$ cat src/rtl/biu_bus_arbiter_if.sv
// Request/grant bundle between the BIU masters and the bus arbiter.
interface biu_bus_arbiter_if #(
  parameter int unsigned NUM_MASTERS = 4
);
  localparam int unsigned OWNER_W = (NUM_MASTERS > 1) ? $clog2(NUM_MASTERS) : 1;

  logic [NUM_MASTERS-1:0] i_req;
  logic [NUM_MASTERS-1:0] o_gnt;
  logic [OWNER_W-1:0]     o_owner;
  logic                   o_bus_busy;
  logic [NUM_MASTERS-1:0] o_preempt;

  modport master (output i_req, input o_gnt, o_owner, o_bus_busy, o_preempt);
  modport slave  (input i_req, output o_gnt, o_owner, o_bus_busy, o_preempt);
endinterface

$ cat src/rtl/biu_bus_arbiter.sv
// Round-robin owner arbiter for the shared tri-state BIU bus: idle turnaround between
// owners and an optional hold limit that preempts an owner while others wait.
module biu_bus_arbiter #(
  parameter int unsigned NUM_MASTERS = 4,
  parameter int unsigned TURNAROUND  = 1,
  parameter int unsigned MAX_HOLD    = 8
) (
  input logic              clk,
  input logic              n_rst,
  biu_bus_arbiter_if.slave bus
);
  localparam int unsigned OWNER_W = (NUM_MASTERS > 1) ? $clog2(NUM_MASTERS) : 1;
  localparam int unsigned HOLD_W  = (MAX_HOLD > 0) ? $clog2(MAX_HOLD + 1) : 1;
  localparam int unsigned TURN_W  = (TURNAROUND > 1) ? $clog2(TURNAROUND) : 1;

  localparam logic [HOLD_W-1:0]  HOLD_SAT  = HOLD_W'(MAX_HOLD);
  localparam logic [HOLD_W-1:0]  HOLD_LIM  = HOLD_W'(MAX_HOLD - 1);
  localparam logic [TURN_W-1:0]  TURN_LAST = TURN_W'(TURNAROUND - 1);
  localparam logic [OWNER_W-1:0] PTR_RST   = OWNER_W'(NUM_MASTERS - 1);

  typedef enum logic [1:0] {
    ST_IDLE,
    ST_OWNED,
    ST_TURN
  } state_t;

  state_t                 r_state;
  logic [NUM_MASTERS-1:0] r_gnt;
  logic [NUM_MASTERS-1:0] r_preempt;
  logic [OWNER_W-1:0]     r_owner;
  logic [OWNER_W-1:0]     r_rr_ptr;
  logic [HOLD_W-1:0]      r_hold_cnt;
  logic [TURN_W-1:0]      r_turn_cnt;
  logic                   r_busy;

  logic [NUM_MASTERS-1:0] w_req;
  logic [NUM_MASTERS-1:0] w_others;
  logic                   w_hold_hit;
  logic                   w_win_found;
  logic [OWNER_W-1:0]     w_win_idx;
  int unsigned            w_scan;

  assign w_req      = bus.i_req;
  assign w_others   = w_req & ~r_gnt;
  assign w_hold_hit = (MAX_HOLD != 0) && (r_hold_cnt == HOLD_LIM) && (|w_others);

  // First requester after the last winner, wrapping around the master ring.
  always_comb begin
    w_win_found = 1'b0;
    w_win_idx   = '0;
    w_scan      = 0;
    for (int unsigned k = 1; k <= NUM_MASTERS; k++) begin
      w_scan = (32'(r_rr_ptr) + k) % NUM_MASTERS;
      if (!w_win_found && w_req[OWNER_W'(w_scan)]) begin
        w_win_found = 1'b1;
        w_win_idx   = OWNER_W'(w_scan);
      end
    end
  end

  always_ff @(posedge clk or negedge n_rst) begin
    if (!n_rst) begin
      r_state    <= ST_IDLE;
      r_gnt      <= '0;
      r_preempt  <= '0;
      r_owner    <= '0;
      r_rr_ptr   <= PTR_RST;
      r_hold_cnt <= '0;
      r_turn_cnt <= '0;
      r_busy     <= 1'b0;
    end else begin
      r_preempt <= '0;
      case (r_state)
        ST_IDLE: begin
          if (w_win_found) begin
            r_state    <= ST_OWNED;
            r_gnt      <= NUM_MASTERS'(1) << w_win_idx;
            r_owner    <= w_win_idx;
            r_rr_ptr   <= w_win_idx;
            r_busy     <= 1'b1;
            r_hold_cnt <= '0;
          end
        end
        ST_OWNED: begin
          // Release outranks the hold limit, so a simultaneous drop never pulses preempt.
          if (!w_req[r_owner] || w_hold_hit) begin
            r_state    <= ST_TURN;
            r_gnt      <= '0;
            r_busy     <= 1'b0;
            r_hold_cnt <= '0;
            r_turn_cnt <= '0;
            if (w_req[r_owner]) begin
              r_preempt <= r_gnt;
            end
          end else if (r_hold_cnt != HOLD_SAT) begin
            r_hold_cnt <= r_hold_cnt + HOLD_W'(1);
          end
        end
        ST_TURN: begin
          if (r_turn_cnt != TURN_LAST) begin
            r_turn_cnt <= r_turn_cnt + TURN_W'(1);
          end else if (w_win_found) begin
            r_state    <= ST_OWNED;
            r_gnt      <= NUM_MASTERS'(1) << w_win_idx;
            r_owner    <= w_win_idx;
            r_rr_ptr   <= w_win_idx;
            r_busy     <= 1'b1;
            r_hold_cnt <= '0;
          end else begin
            r_state <= ST_IDLE;
          end
        end
        default: r_state <= ST_IDLE;
      endcase
    end
  end

  assign bus.o_gnt      = r_gnt;
  assign bus.o_owner    = r_owner;
  assign bus.o_bus_busy = r_busy;
  assign bus.o_preempt  = r_preempt;
endmodule
$ cat src/flat_wrapper.sv
// flat-port wrapper written by rule: the top's interface ports become plain ports
module biu_bus_arbiter_flat 
#(
  parameter int unsigned NUM_MASTERS = 4,
  parameter int unsigned TURNAROUND  = 1,
  parameter int unsigned MAX_HOLD    = 8
)
  (clk, n_rst, bus_i_req, bus_o_gnt, bus_o_owner, bus_o_bus_busy, bus_o_preempt);
  biu_bus_arbiter_if #(.NUM_MASTERS(NUM_MASTERS)) bus_i ();
  input logic clk;
  input logic n_rst;
  input wire logic [$bits(bus_i.i_req)-1:0] bus_i_req;
  output wire logic [$bits(bus_i.o_gnt)-1:0] bus_o_gnt;
  output wire logic [$bits(bus_i.o_owner)-1:0] bus_o_owner;
  output wire logic [$bits(bus_i.o_bus_busy)-1:0] bus_o_bus_busy;
  output wire logic [$bits(bus_i.o_preempt)-1:0] bus_o_preempt;
  assign bus_i.i_req = bus_i_req;
  assign bus_o_gnt = bus_i.o_gnt;
  assign bus_o_owner = bus_i.o_owner;
  assign bus_o_bus_busy = bus_i.o_bus_busy;
  assign bus_o_preempt = bus_i.o_preempt;
  biu_bus_arbiter #(.NUM_MASTERS(NUM_MASTERS), .TURNAROUND(TURNAROUND), .MAX_HOLD(MAX_HOLD)) u_core (.clk(clk), .n_rst(n_rst), .bus(bus_i));
endmodule
$ cat config.mk
export PLATFORM = sky130hd
export DESIGN_NAME = biu_bus_arbiter_flat
export DESIGN_NICKNAME = d
export VERILOG_FILES = /design/src/rtl/biu_bus_arbiter_if.sv /design/src/rtl/biu_bus_arbiter.sv /design/src/flat_wrapper.sv
export SDC_FILE = /design/constraint.sdc
export NUM_CORES = 1
export LEC_CHECK = 0
export ABC_AREA = 1
export CORE_UTILIZATION = 50
export DETAILED_ROUTE_END_ITERATION = 10
export PLACE_DENSITY = 0.72
export SETUP_SLACK_MARGIN = 0.5
export SYNTH_ARGS = -nofsm -noshare
export SYNTH_HDL_FRONTEND = slang
export SYNTH_SLANG_ARGS = --single-unit
$ cat constraint.sdc
create_clock -name clk -period 3.5 [get_ports clk]
set_input_delay 0.525 -clock clk [delete_from_list [all_inputs] [get_ports clk]]
set_output_delay 0.525 -clock clk [all_outputs]
set_load 0.02 [all_outputs]
# Word-level counts from Yosys, hierarchy flattened
# Cells that the tools add are included.
# op_classes
div_mod_pow,0
reduce_logical,19
eq_ne,8
shift,1
bitwise,2
n_addsub,6
multipliers,0
n_lt_le_gt_ge,5
muxes,47
# op_table
operator,count
$mux W4,10
$pmux W4 S3,2
$mux W2,11
$lt A2 B3 Y1 const B,5
$mux W1,14
$bmux W1 S2,5
$reduce_and A3 Y1,3
$pmux W2 S2,2
$pmux W2 S3,1
$add A2 B1 Y2 const B,2
$add A2 B2 Y2 const B,2
$add A4 B1 Y4 const B,1
$and A4 B4 Y4,1
$eq A4 B3 Y1 const B,1
$logic_and A1 B1 Y1,4
$logic_not A1 Y1,4
$ne A2 B1 Y1 const B,2
$ne A4 B4 Y1 const B,1
$not A4 Y4,1
$reduce_and A2 Y1,2
$reduce_bool A2 Y1,2
$reduce_or A4 Y1,1
$shl A1 B2 Y4 const A,1
$ne A3 B1 Y1 const B,1
9 further kinds,9
# word_totals
wordCells,96
ramBits,0
inputBits,6
latch_bits,0
n_memories,0
ff_bits,20
romBits,0

# Longest topological paths before layout
# logic_depth
ltp_word,17
depth_mapped,12

# Worst setup path after synthesis
# OpenSTA, ideal clock, no wires.
# synth_path
path_type,flip-flop to flip-flop
from,register u_core.r_rr_ptr[0]
to,"register u_core.r_owner[1], in the netlist u_core.bus.o_owner[1]"
required_ns,3.379
t_arrival_ns,1.393
path_slack_ns,1.986
path_buffers,1
stages_incl_launch_ff,11
setup_ns,0.121
cell_sequence,dfstp_2 -> buf_4 -> nand2_1 -> nand3_1 -> nand2_2 -> nor2_8 -> nand3_4 -> nand2_8 -> inv_6 -> nand2_1 -> o21ai_1
# synth_via
elab_chain_len,16
word_cells_on_any_way,29
# synth_rtl
element,line_no,rtl
from (decl),biu_bus_arbiter.sv:31,logic [OWNER_W-1:0] r_rr_ptr;
from (signal assigned),biu_bus_arbiter.sv:79,r_rr_ptr <= w_win_idx;
from (signal assigned),biu_bus_arbiter.sv:106,r_rr_ptr <= w_win_idx;
$add A2 B1 Y2,biu_bus_arbiter.sv:53,w_scan = (32'(r_rr_ptr) + k) % NUM_MASTERS;
$bmux W1 S2,biu_bus_arbiter.sv:54,if (!w_win_found && w_req[OWNER_W'(w_scan)]) begin
$mux W1 (not written as such),biu_bus_arbiter.sv:54,
$mux W1,biu_bus_arbiter.sv:54,
$logic_not A1 Y1,biu_bus_arbiter.sv:54,
$logic_and A1 B1 Y1,biu_bus_arbiter.sv:54,
$mux W1,biu_bus_arbiter.sv:54,
$logic_not A1 Y1,biu_bus_arbiter.sv:54,
$logic_and A1 B1 Y1,biu_bus_arbiter.sv:54,
$mux W1,biu_bus_arbiter.sv:54,
$logic_not A1 Y1,biu_bus_arbiter.sv:54,
$logic_and A1 B1 Y1,biu_bus_arbiter.sv:54,
$mux W2 / $mux W1 (equally long branches),biu_bus_arbiter.sv:54,
$mux W2 (*),"biu_bus_arbiter.sv:75, biu_bus_arbiter.sv:102",
$mux W2,biu_bus_arbiter.sv:100,if (r_turn_cnt != TURN_LAST) begin
$pmux W2 S2 (*),biu_bus_arbiter.sv:73,case (r_state)
to (signal assigned),biu_bus_arbiter.sv:78,r_owner <= w_win_idx;
to (signal assigned),biu_bus_arbiter.sv:105,r_owner <= w_win_idx;
to (decl),biu_bus_arbiter.sv:30,logic [OWNER_W-1:0] r_owner;
# Every way passes the cells marked *; elsewhere a longest branch is shown, timed or not. The select of a mux whose other input is x is not followed.
# A chain may end at the register's enable or synchronous reset.

# Worst setup path after layout
# layout_path
from,"register u_core.r_owner[0], in the netlist u_core.bus.o_owner[0]"
to,output bus_o_owner[0]
# layout_lines
element,line_no,rtl
to (decl),flat_wrapper.sv:14,output wire logic [$bits(bus_i.o_owner)-1:0] bus_o_owner;
# No word-level cell between the ends.

==> impl_results.md <==
- Switching pwr: between 0.0007 and 0.0008 W
- Fin area: 1450 µm²
- RSZ-0062 raised after global routing: false
- Grt total ovfl: 0
- Status: finished clean
- Post-synth top area share: 0.344
- Placement-stage cell area: ~1400 µm²
- R2r setup slk: about 1.7 ns
- All-layer global routing usage: 0.230
- First-pass GRT wire length: 4510 µm
- Slew margin rel.: 0.458
- Reg clk slew, reported paths: 0.11 ns
- PortBufs: 16
- DRT iter0 DRCs: 32
- Post-route setup TNS: 0 ns
- Final worst-path cycle share: 0.554
- Largest family of logic cells by synthesized area: simple AND/OR/NAND/NOR gates
- Post-Syn Nets: 180
- Post-route ant nets: 0
- Worst Setup End Kind: primary output
- Buf+Inv Stages, Crit Path: 1
- Most used DFF post-synth: dfrtp_1
- Largest net degree at the start of global routing: 20
- Synth Area in Compound Gates: 0.0294
- Initial antenna violation count: 0
- Die Wd: 51.7 µm
- Row cnt: 17
- Mean Syn Cell Area: 7.19 µm²
- Fin nets: 200
- Core ar.: 2280 µm²
- CTS tree: yes
- Crit path max-delay family: buffers and inverters
- CP Class: reg -> out
- Hold path depth: 2
- Worst path slowest cell: clkdlybuf4s50_1
- Unique masters post-synth: 25
- Post-Synth Simple-Gate Area: 0.461
- Post-synthesis cell area: 1240 µm²
- Inserted Diodes: 0
- Routed wire length: 2590 µm
- Final max-slew violation count: 0
- Internal power: 0.000633 W
- RR Startpoint: u_core.r_rr_ptr[0]
- Pleak: 0.799 nW
- CP max FO: 5
- R2R depth: 11
- CTS Hold Buffers Added: 0
- Max-cap viol count: 0
- Clk root buf: clkbuf_4
- CP Launch Type: flip-flop
- Switching Fraction: 0.527
- Post_cts resized: 0
- Maximum vdd drop: 695 µV
- XOR/XNOR Fraction of Synth Area: 0.0142
- Clock Power Share: 0.086
- Drt via density: 5.17
- Syn Inst Count: about 170
- WP data arrival: 1.41 ns
- Clock tree sinks: 19
- RePlAce Congestion: 0.884
- Flop pwr share: 0.280
- Hold Violations, Final: 0
- Top cells by count, synth: nand2_1 (59), nand3_1 (25), inv_1 (21)
- Die Y: just over 50 µm
- Hold EP: u_core.bus.o_bus_busy
- Hold WC Path Type: reg -> reg
- Synth-to-Final Area Change: 17.4%
- Clock period minus worst slack: approximately 1.9 ns
- Launch point of the worst hold path: u_core.bus.o_bus_busy
- Seq/Total Area, Yosys: 0.387
- Capture point of the worst reg-to-reg path: u_core.bus.o_owner[1]
- Post-DP HPWL: 2030 µm
- Total CTS buffers: 3
- Worst path cell trace: clkdlybuf4s50_1
- Yosys reg bits: 19
- Clock Latency Late Sink: 0.31 ns
- DRC Markers: 0
- PD cells: 923 nW/µm²
- Required time of the critical path: 2.97 ns
- Final core occ: 0.638
- Ys Warns: 0
- H-tree depth: 1
- Total Die Area: ~2700 µm²
- CP max stage delay: about 0.64 ns
- Post-Synth Adder-Cell Area: 0.0202
- Highest clock rate: 516 MHz
- Async set-reset flop share out of synthesis: 1.00
- Routed len/inst: 11.8 µm
- Routed vias: 1132
- Critical path depth in cells: 1
- Synth area leader: dfrtp_1
- Most frequent cell after synthesis: nand2_1
- Comb power frac: 0.635
- Proportion of layout cells with a drive suffix above 1: 0.136
- Mux cell area share after synthesis: 0
- Clock buffer depth: 2
- Post-synth EDFFs: 0
- Synth top area cells: dfrtp_1 (34%), nand2_1 (18%), nand3_1 (10%), inv_1 (6.4%), dfstp_2 (4.3%)
- I/O pins: 17
- Initial Util: 0.543
- DR pass1 iterations: 5
- Setup Viol. Count Final: 0
- Clock skew: 0.00280 ns
- Setup crit start: u_core.bus.o_owner[0]
- Worst-Margin Slew: around 0.81 ns
- Setup Buffers After CTS: 0
- Vias in the first global route: 1064
[logic make-up after synthesis]
group                      after synthesis
buffers and inverters                   27
AOI/OAI and AO/OA                        7
DFF                                     19
xor gates and xnor gates                 2
and+or+nand+nor                        115
adders and majority gates                2
[worst max-delay path by stage]
stage,to,slack (ns)
floorplan,u_core.bus.o_owner[1],1.99
global placement,u_core.bus.o_preempt[2],1.36
detailed placement,u_core.bus.o_preempt[2],1.34
CTS,bus_o_owner[0],1.57
global route,u_core.r_hold_cnt[0],1.49
finish,bus_o_owner[0],1.56
[registers in the layout, summed over array words and instances, names as in the netlist]
name and cells:
u_core.bus.o_owner 2, u_core.bus.o_gnt 4, u_core.bus.o_preempt 4, u_core.bus.o_bus_busy 1
u_core.r_hold_cnt 4, u_core.r_state 2, u_core.r_rr_ptr 2
[layer usage]
layer  wire length (µm)  track usage  vias to the layer above  share of wire
li1                   -            -                      576              -
met1               1250        0.305                      514           0.48
met2               1170        0.368                       37           0.45
met3                120       0.0468                        5          0.046
met4                 40       0.0901                        0          0.015
met5                  0            0                        -              0
[through the flow]
stage | hold WS [ns] | worst slack [ns] | power (W) | instances
finish | 0.540 | 1.56 | 0.00134 | 219
global route | 0.574 | 1.49 | 0.00146 | 219
CTS | 0.551 | 1.57 | 0.00135 | 219
detailed placement | 0.509 | 1.34 | 0.00123 | 215
global placement | 0.509 | 1.36 | 0.00122 | 215
floorplan | 0.229 | 1.99 | 0.00102 | 172
[layout make-up]
cell class / instances / area [µm²]
clock buffers: 3 / 22.5
fillers: 217 / 825
flip-flops and latches: 19 / 478
repair buffers: 16 / 160
well taps: 28 / 35.0
clock inverters: 1 / 5.00
inverters: 26 / 103
multi-input cells: 126 / 648
[power groups by stage]
stage | logic, W | clock network [W] | registers, W
global route | 0.000947 | 0.000127 | 0.000382
CTS | 0.000855 | 0.000117 | 0.000373
floorplan | 0.000628 | 0 | 0.000394
detailed placement | 0.000850 | 0 | 0.000377
global placement | 0.000841 | 0 | 0.000375
finish | 0.000851 | 0.000115 | 0.000374
[layout by cell type (no fill, tap or decap), types with 3 or more instances in the layout]
cell type / n
dfrtp_1: 17
nand2_4: 3
nand4_1: 3
nand3_1: 25
nor2_1: 10
inv_2: 4
nand2_1: 59
nand2_2: 4
clkbuf_4: 3
inv_1: 21
clkdlybuf4s50_1: 16
nor2_2: 5
o21ai_0: 3
No activity file was read; power rests on OpenSTA's default activity.
